[src/rtl/hog_cell_feeder_pkg.sv]
// Shared constants and packing-index helper for the HOG cell feeder and its checkers.
package hog_cell_feeder_pkg;

  localparam int PIX_W_DEF  = 8;
  localparam int CELL_S_DEF = 10;
  localparam int PIX_N_DEF  = CELL_S_DEF * CELL_S_DEF - 4;
  localparam int ROW_W_DEF  = PIX_W_DEF * CELL_S_DEF;
  localparam int IN_W_DEF   = PIX_W_DEF * PIX_N_DEF;

  // Packed pixel index of padded-cell pixel (r,c); -1 for the four dropped corners.
  function automatic int pack_idx(input int cs, input int r, input int c);
    bit edge_row;
    bit edge_col;
    edge_row = (r == 0) || (r == cs - 1);
    edge_col = (c == 0) || (c == cs - 1);
    if (edge_row && edge_col)
      return -1;
    else if (r == 0)
      return c - 1;
    else if (r == cs - 1)
      return (cs - 2) + cs * (cs - 2) + c - 1;
    else
      return (cs - 2) + cs * (r - 1) + c;
  endfunction

endpackage

[src/rtl/hog_cell_feeder_pack.sv]
// Combinational row-to-bank-slice mapper: places every pixel of a row beat at its
// packed position and flags which packed pixels belong to the current row.
module hog_cell_pack
  import hog_cell_feeder_pkg::*;
#(
  parameter int PIX_W  = PIX_W_DEF,
  parameter int CELL_S = CELL_S_DEF
) (
  input  logic [$clog2(CELL_S)-1:0]         row,
  input  logic [PIX_W*CELL_S-1:0]           row_data,
  output logic [PIX_W*(CELL_S*CELL_S-4)-1:0] slice,
  output logic [CELL_S*CELL_S-5:0]          mask
);

  localparam int RW = $clog2(CELL_S);

  for (genvar r = 0; r < CELL_S; r++) begin : g_r
    for (genvar c = 0; c < CELL_S; c++) begin : g_c
      localparam int K = pack_idx(CELL_S, r, c);
      // Corner positions have no packed slot and simply fall away here.
      if (K >= 0) begin : g_pix
        assign slice[K*PIX_W +: PIX_W] = row_data[c*PIX_W +: PIX_W];
        assign mask[K] = (row == RW'(r));
      end
    end
  end

endmodule

[src/rtl/hog_cell_feeder.sv]
// Ping-pong cell buffer feeding hog_svm: packs padded row beats into one word per cell.
// Optional statistics counters enabled by defining HOG_CELL_FEEDER_STAT_EN.
module hog_cell_feeder
  import hog_cell_feeder_pkg::*;
#(
  parameter int PIX_W  = PIX_W_DEF,
  parameter int CELL_S = CELL_S_DEF
) (
  input  logic                                clk,
  input  logic                                rst,
  input  logic                                i_valid,
  input  logic                                i_sof,
  input  logic [PIX_W*CELL_S-1:0]             i_data,
  output logic                                in_ready,
  output logic                                ready,
  input  logic                                request,
  output logic [PIX_W*(CELL_S*CELL_S-4)-1:0]  o_data
`ifdef HOG_CELL_FEEDER_STAT_EN
  ,
  output logic [15:0]                         cell_cnt,
  output logic [7:0]                          drop_cnt
`endif
);

  localparam int PIX_N = CELL_S * CELL_S - 4;
  localparam int IN_W  = PIX_W * PIX_N;
  localparam int RW    = $clog2(CELL_S);

  logic [RW-1:0]    row;
  logic [RW-1:0]    eff_row;
  logic [1:0]       valid;
  logic             wr_bank;
  logic             rd_bank;
  logic             accept;
  logic             done;
  logic             pop;
  logic [IN_W-1:0]  bank0;
  logic [IN_W-1:0]  bank1;
  logic [IN_W-1:0]  slice;
  logic [PIX_N-1:0] mask;

  assign in_ready = !valid[wr_bank];
  assign accept   = i_valid && in_ready;
  // A start-of-frame beat is always row 0, whatever the counter says.
  assign eff_row  = i_sof ? '0 : row;
  assign done     = accept && (eff_row == RW'(CELL_S - 1));
  assign pop      = request && valid[rd_bank];
  assign ready    = valid[rd_bank];
  assign o_data   = rd_bank ? bank1 : bank0;

  hog_cell_pack #(
    .PIX_W  (PIX_W),
    .CELL_S (CELL_S)
  ) u_pack (
    .row      (eff_row),
    .row_data (i_data),
    .slice    (slice),
    .mask     (mask)
  );

  always_ff @(posedge clk or negedge rst) begin
    if (!rst) begin
      valid   <= '0;
      wr_bank <= 1'b0;
      rd_bank <= 1'b0;
      row     <= '0;
    end else begin
      if (accept)
        row <= done ? '0 : eff_row + RW'(1);
      if (done) begin
        valid[wr_bank] <= 1'b1;
        wr_bank        <= !wr_bank;
      end
      // A pop always targets the other bank from a completing write.
      if (pop) begin
        valid[rd_bank] <= 1'b0;
        rd_bank        <= !rd_bank;
      end
    end
  end

  always_ff @(posedge clk or negedge rst) begin
    if (!rst) begin
      bank0 <= '0;
      bank1 <= '0;
    end else if (accept) begin
      for (int k = 0; k < PIX_N; k++) begin
        if (mask[k]) begin
          if (wr_bank)
            bank1[k*PIX_W +: PIX_W] <= slice[k*PIX_W +: PIX_W];
          else
            bank0[k*PIX_W +: PIX_W] <= slice[k*PIX_W +: PIX_W];
        end
      end
    end
  end

`ifdef HOG_CELL_FEEDER_STAT_EN
  always_ff @(posedge clk or negedge rst) begin
    if (!rst) begin
      cell_cnt <= '0;
      drop_cnt <= '0;
    end else begin
      if (done && (cell_cnt != '1))
        cell_cnt <= cell_cnt + 16'd1;
      if (accept && i_sof && (row != '0) && (drop_cnt != '1))
        drop_cnt <= drop_cnt + 8'd1;
    end
  end
`endif

endmodule

[config.mk]
export PLATFORM = sky130hd
export DESIGN_NAME = hog_cell_feeder
export DESIGN_NICKNAME = d
export VERILOG_FILES = /design/src/rtl/hog_cell_feeder_pkg.sv /design/src/rtl/hog_cell_feeder_pack.sv /design/src/rtl/hog_cell_feeder.sv
export SDC_FILE = /design/constraint.sdc
export NUM_CORES = 2
export LEC_CHECK = 0
export CAP_MARGIN = 10
export CORE_MARGIN = 1.5
export CORE_UTILIZATION = 45
export CTS_CLUSTER_SIZE = 20
export DETAILED_ROUTE_END_ITERATION = 12
export PLACE_DENSITY = 0.67
export SYNTH_ARGS = -nofsm -noshare
export SYNTH_HDL_FRONTEND = slang
export SYNTH_SLANG_ARGS = --single-unit
export TNS_END_PERCENT = 10
[constraint.sdc]
create_clock -name clk -period 3.9 [get_ports clk]
set_input_delay 0.78 -clock clk [delete_from_list [all_inputs] [get_ports clk]]
set_output_delay 0.78 -clock clk [all_outputs]
set_load 0.01 [all_outputs]
==> out/metrics.yaml <==
run_status:
  status: "finished clean"
routing:
  ant_nets: 0
  finalWirelength_mm: 186
  post_drt_wl_per_cell_um: 26.2
  viasPerCell: 5.43
  drc: 0
  vias: 38600
  initialDrtViolationCount: 1402
  drtPass1Iterations: 5
final_layout:
  fillerInstances: 11900
  seqCellArea_um2: 38600
  finalInstanceArea_um2: 83400
  syn_to_final_growth_pct: 25.0
  nets: 5149
  multi_input_area_um2: 26600
  layout-drive-gt1-share_pct: 50.9
pwr:
  p_switching_w: 0.0188
  p_int_w: 0.0443
  leakagePower_nw: 39.3
  comb_power_share_pct: 37.0
  irDropWorstVdd_v: 0.000476
  clockPowerShare_pct: 24.4
  seqPwrFrac_pct: 38.5
  p_sw_share_pct: 29.7
  power_density_nw_per_um2: 756
die:
  die_height_um: 388
  fp.dieW_um: 388
  core_area_um2: 147000
  rows: 141
  ios: 855
  start_util_pct: 45.3
  dieArea_um2: 151000
synth:
  ys_ff_latch: 1544
  yosysMostFrequentCell: "mux2_2"
  synth_edf_count: 0
  ys_seq_area_share_pct: 57.9
  netlist_instances: 4307
  synth_area_per_cell_um2: 15.5
  synth_commonest_cells: "mux2_2, dfrtp_1, clkbuf_1"
  async_flop_share_pct: 100
  synth_area_um2: 66700
  synth_top_area_share_pct: 57.9
  synth_warnings: 0
  synth_ff_type: "dfrtp_1"
  synth.distinct_cells: 32
  synth_top_area_cell: "dfrtp_1"
  synth_nets: 4396
  synthTopCellsByArea: "dfrtp_1, mux2_2, clkbuf_1"
critical_path:
  crit_top_cell: "buf_12"
  setup.worst_path.start: "rd_bank"
  cp_num_cells: 4
  worstPathArrival_ps: 2880
  cpMaxStageDelayCell: "clkdlybuf4s50_1"
  cp_cell_sequence: "buf_12 -> buf_12 -> mux2_2 -> clkdlybuf4s50_1"
  crit_family: "buffers and inverters"
  critical_path.max_stage_delay_ps: 570
  rrSetupSlack_ps: 1400
  crit_end: "o_data[736]"
  startpoint_type: "flip-flop"
  ff2ff_path_depth: 7
  crit_fanout: 77
  cp.buffers_inverters: 3
  required_ps: 3120
  worstSetupPathType: "flip-flop to output port"
  r2r-start: "row[0]"
  r2r_end: "bank1[727]"
  crit_path_end_kind: "output port"
sta:
  finalHoldViolCount: 0
  tightest_slew_ps: 1160
  setup_viol: 0
  rsz0062_at_grt: "false"
  skew_ps: 30.5
  fin_crit_sh_pct: 93.7
  post-route-min-period_ps: 3660
  setup_ws_ps: 244
  drv_slew: 0
  setup-tns-final_ps: 0
  relSlewSlack_pct: 22.2
  clock.fmax_mhz: 274
place:
  pre_cts_slack_ps: 261
  dp_hpwl_mm: 121
  place_area_um2: 78000
  gp_congestion: 0.768
  port_buffers: 854
cts:
  clk_latency_ps: 770
  clock-root-buffer: "clkbuf_16"
  path_clk_slew_ps: 60
  clock_path_buffers: 3
  htreeDepth: 4
  numCtsBuffers: 167
  hold_buffers: 0
  cts.sinks: 1544
  cts_tree: "yes"
global_routing:
  grt_pass1_wl_mm: 279
  grt_pass1_vias: 41200
  grt_max_degree: 131
  track_usage_pct: 24.7
  grt_antenna_before_repair: 7
  gr-total-overflow: 0
job:
  drv_cap: 0
min_path:
  hold_path.class: "input port to asynchronous set/reset pin"
[worst min path at each step]
stage          cells past startpoint  slack [ps]         end  startpoint
6_report                           1          80   bank0[95]         rst
2_1_floorplan                      1         460  bank1[359]  bank1[359]
5_1_grt                            1          80   bank0[95]         rst
4_1_cts                            1          60   bank0[95]         rst
3_5_place_dp                       1         480  bank1[593]  bank1[593]
3_3_place_gp                       1         470  bank1[608]  bank1[608]
[final cells by class]
cell class / instances / area share, %
Tap cell: 1930 / 2.90
Clock inverter: 32 / 0.380
Timing Repair Buffer: 977 / 12.5
Sequential cell: 1544 / 46.3
Inverter: 7 / 0.0315
Antenna cell: 3 / 0.00900
Multi-Input combinational cell: 2363 / 31.8
Clock buffer: 253 / 6.00
[timing repair]
item,in CTS,in global routing
setup buffers,2,0
hold endpoints to repair,0,0
resized for setup,0,0
endpoints found under the setup margin,1,0
[per-stage QoR]
stage	instances	power [W]	utilization, %	hold WS (ps)
2_1_floorplan	4307	0.0365	-	459
3_3_place_gp	6819	0.0474	52.9	468
3_5_place_dp	6819	0.0480	52.9	475
4_1_cts	7106	0.0637	56.5	61.5
5_1_grt	7107	0.0662	56.6	82.9
6_report	7109	0.0631	56.6	76.4
[metal layers]
layer | track usage [%] | up-vias | share of wire (%)
met1 | 32.2 | 20600 | 43
met2 | 39.8 | 827 | 47
met3 | 7.07 | 258 | 6.6
met4 | 7.85 | 6 | 3.2
li1 | - | 16900 | -
met5 | 0 | - | 0.018
[power by group through the flow]
| stage | Sequential, W | Clock, W | Combinational, W |
|---|---|---|---|
| 3_5_place_dp | 0.0246 | 0 | 0.0234 |
| 4_1_cts | 0.0243 | 0.0158 | 0.0236 |
| 5_1_grt | 0.0251 | 0.0164 | 0.0247 |
| 3_3_place_gp | 0.0243 | 0 | 0.0231 |
| 2_1_floorplan | 0.0237 | 0 | 0.0128 |
| 6_report | 0.0243 | 0.0154 | 0.0234 |
[cell families after synthesis]
| logic type | after synthesis | synth area share (%) |
|---|---|---|
| multiplexers | 2306 | 38.9 |
| buffers and inverters | 400 | 2.57 |
| AND/OR/NAND/NOR | 41 | 0.439 |
| adder cells (fa/ha/maj) | 4 | 0.0750 |
| flip-flops | 1544 | 57.9 |
| AO/OA/AOI/OAI | 12 | 0.116 |
[flip-flops by register name (all words and copies together) (netlist names)]
register	count
bank0	768
bank1	768
row	4
valid	2
rd_bank	1
wr_bank	1
[cell usage in the layout, fill, tap and decap left out, types with 2 or more instances in the layout]
master	netlist	routed
clkinv_2	0	20
nand4_1	5	5
buf_12	0	76
nor2b_1	3	2
clkbuf_1	245	41
clkbuf_8	0	40
nand2_1	2	2
a21oi_1	2	2
buf_4	12	47
and3_1	2	2
nor2_1	4	4
clkbuf_16	0	172
mux2_1	62	62
o211ai_1	2	2
o21ai_0	3	3
inv_6	0	4
nand2b_1	3	2
bufinv_16	0	3
ha_1	4	4
dfrtp_1	1544	1543
diode_2	0	3
mux2_2	2243	2243
clkdlybuf4s50_1	0	853
inv_1	7	7
nand3_4	1	16
clkinv_8	0	2
Power figures use the tool's default switching activity.
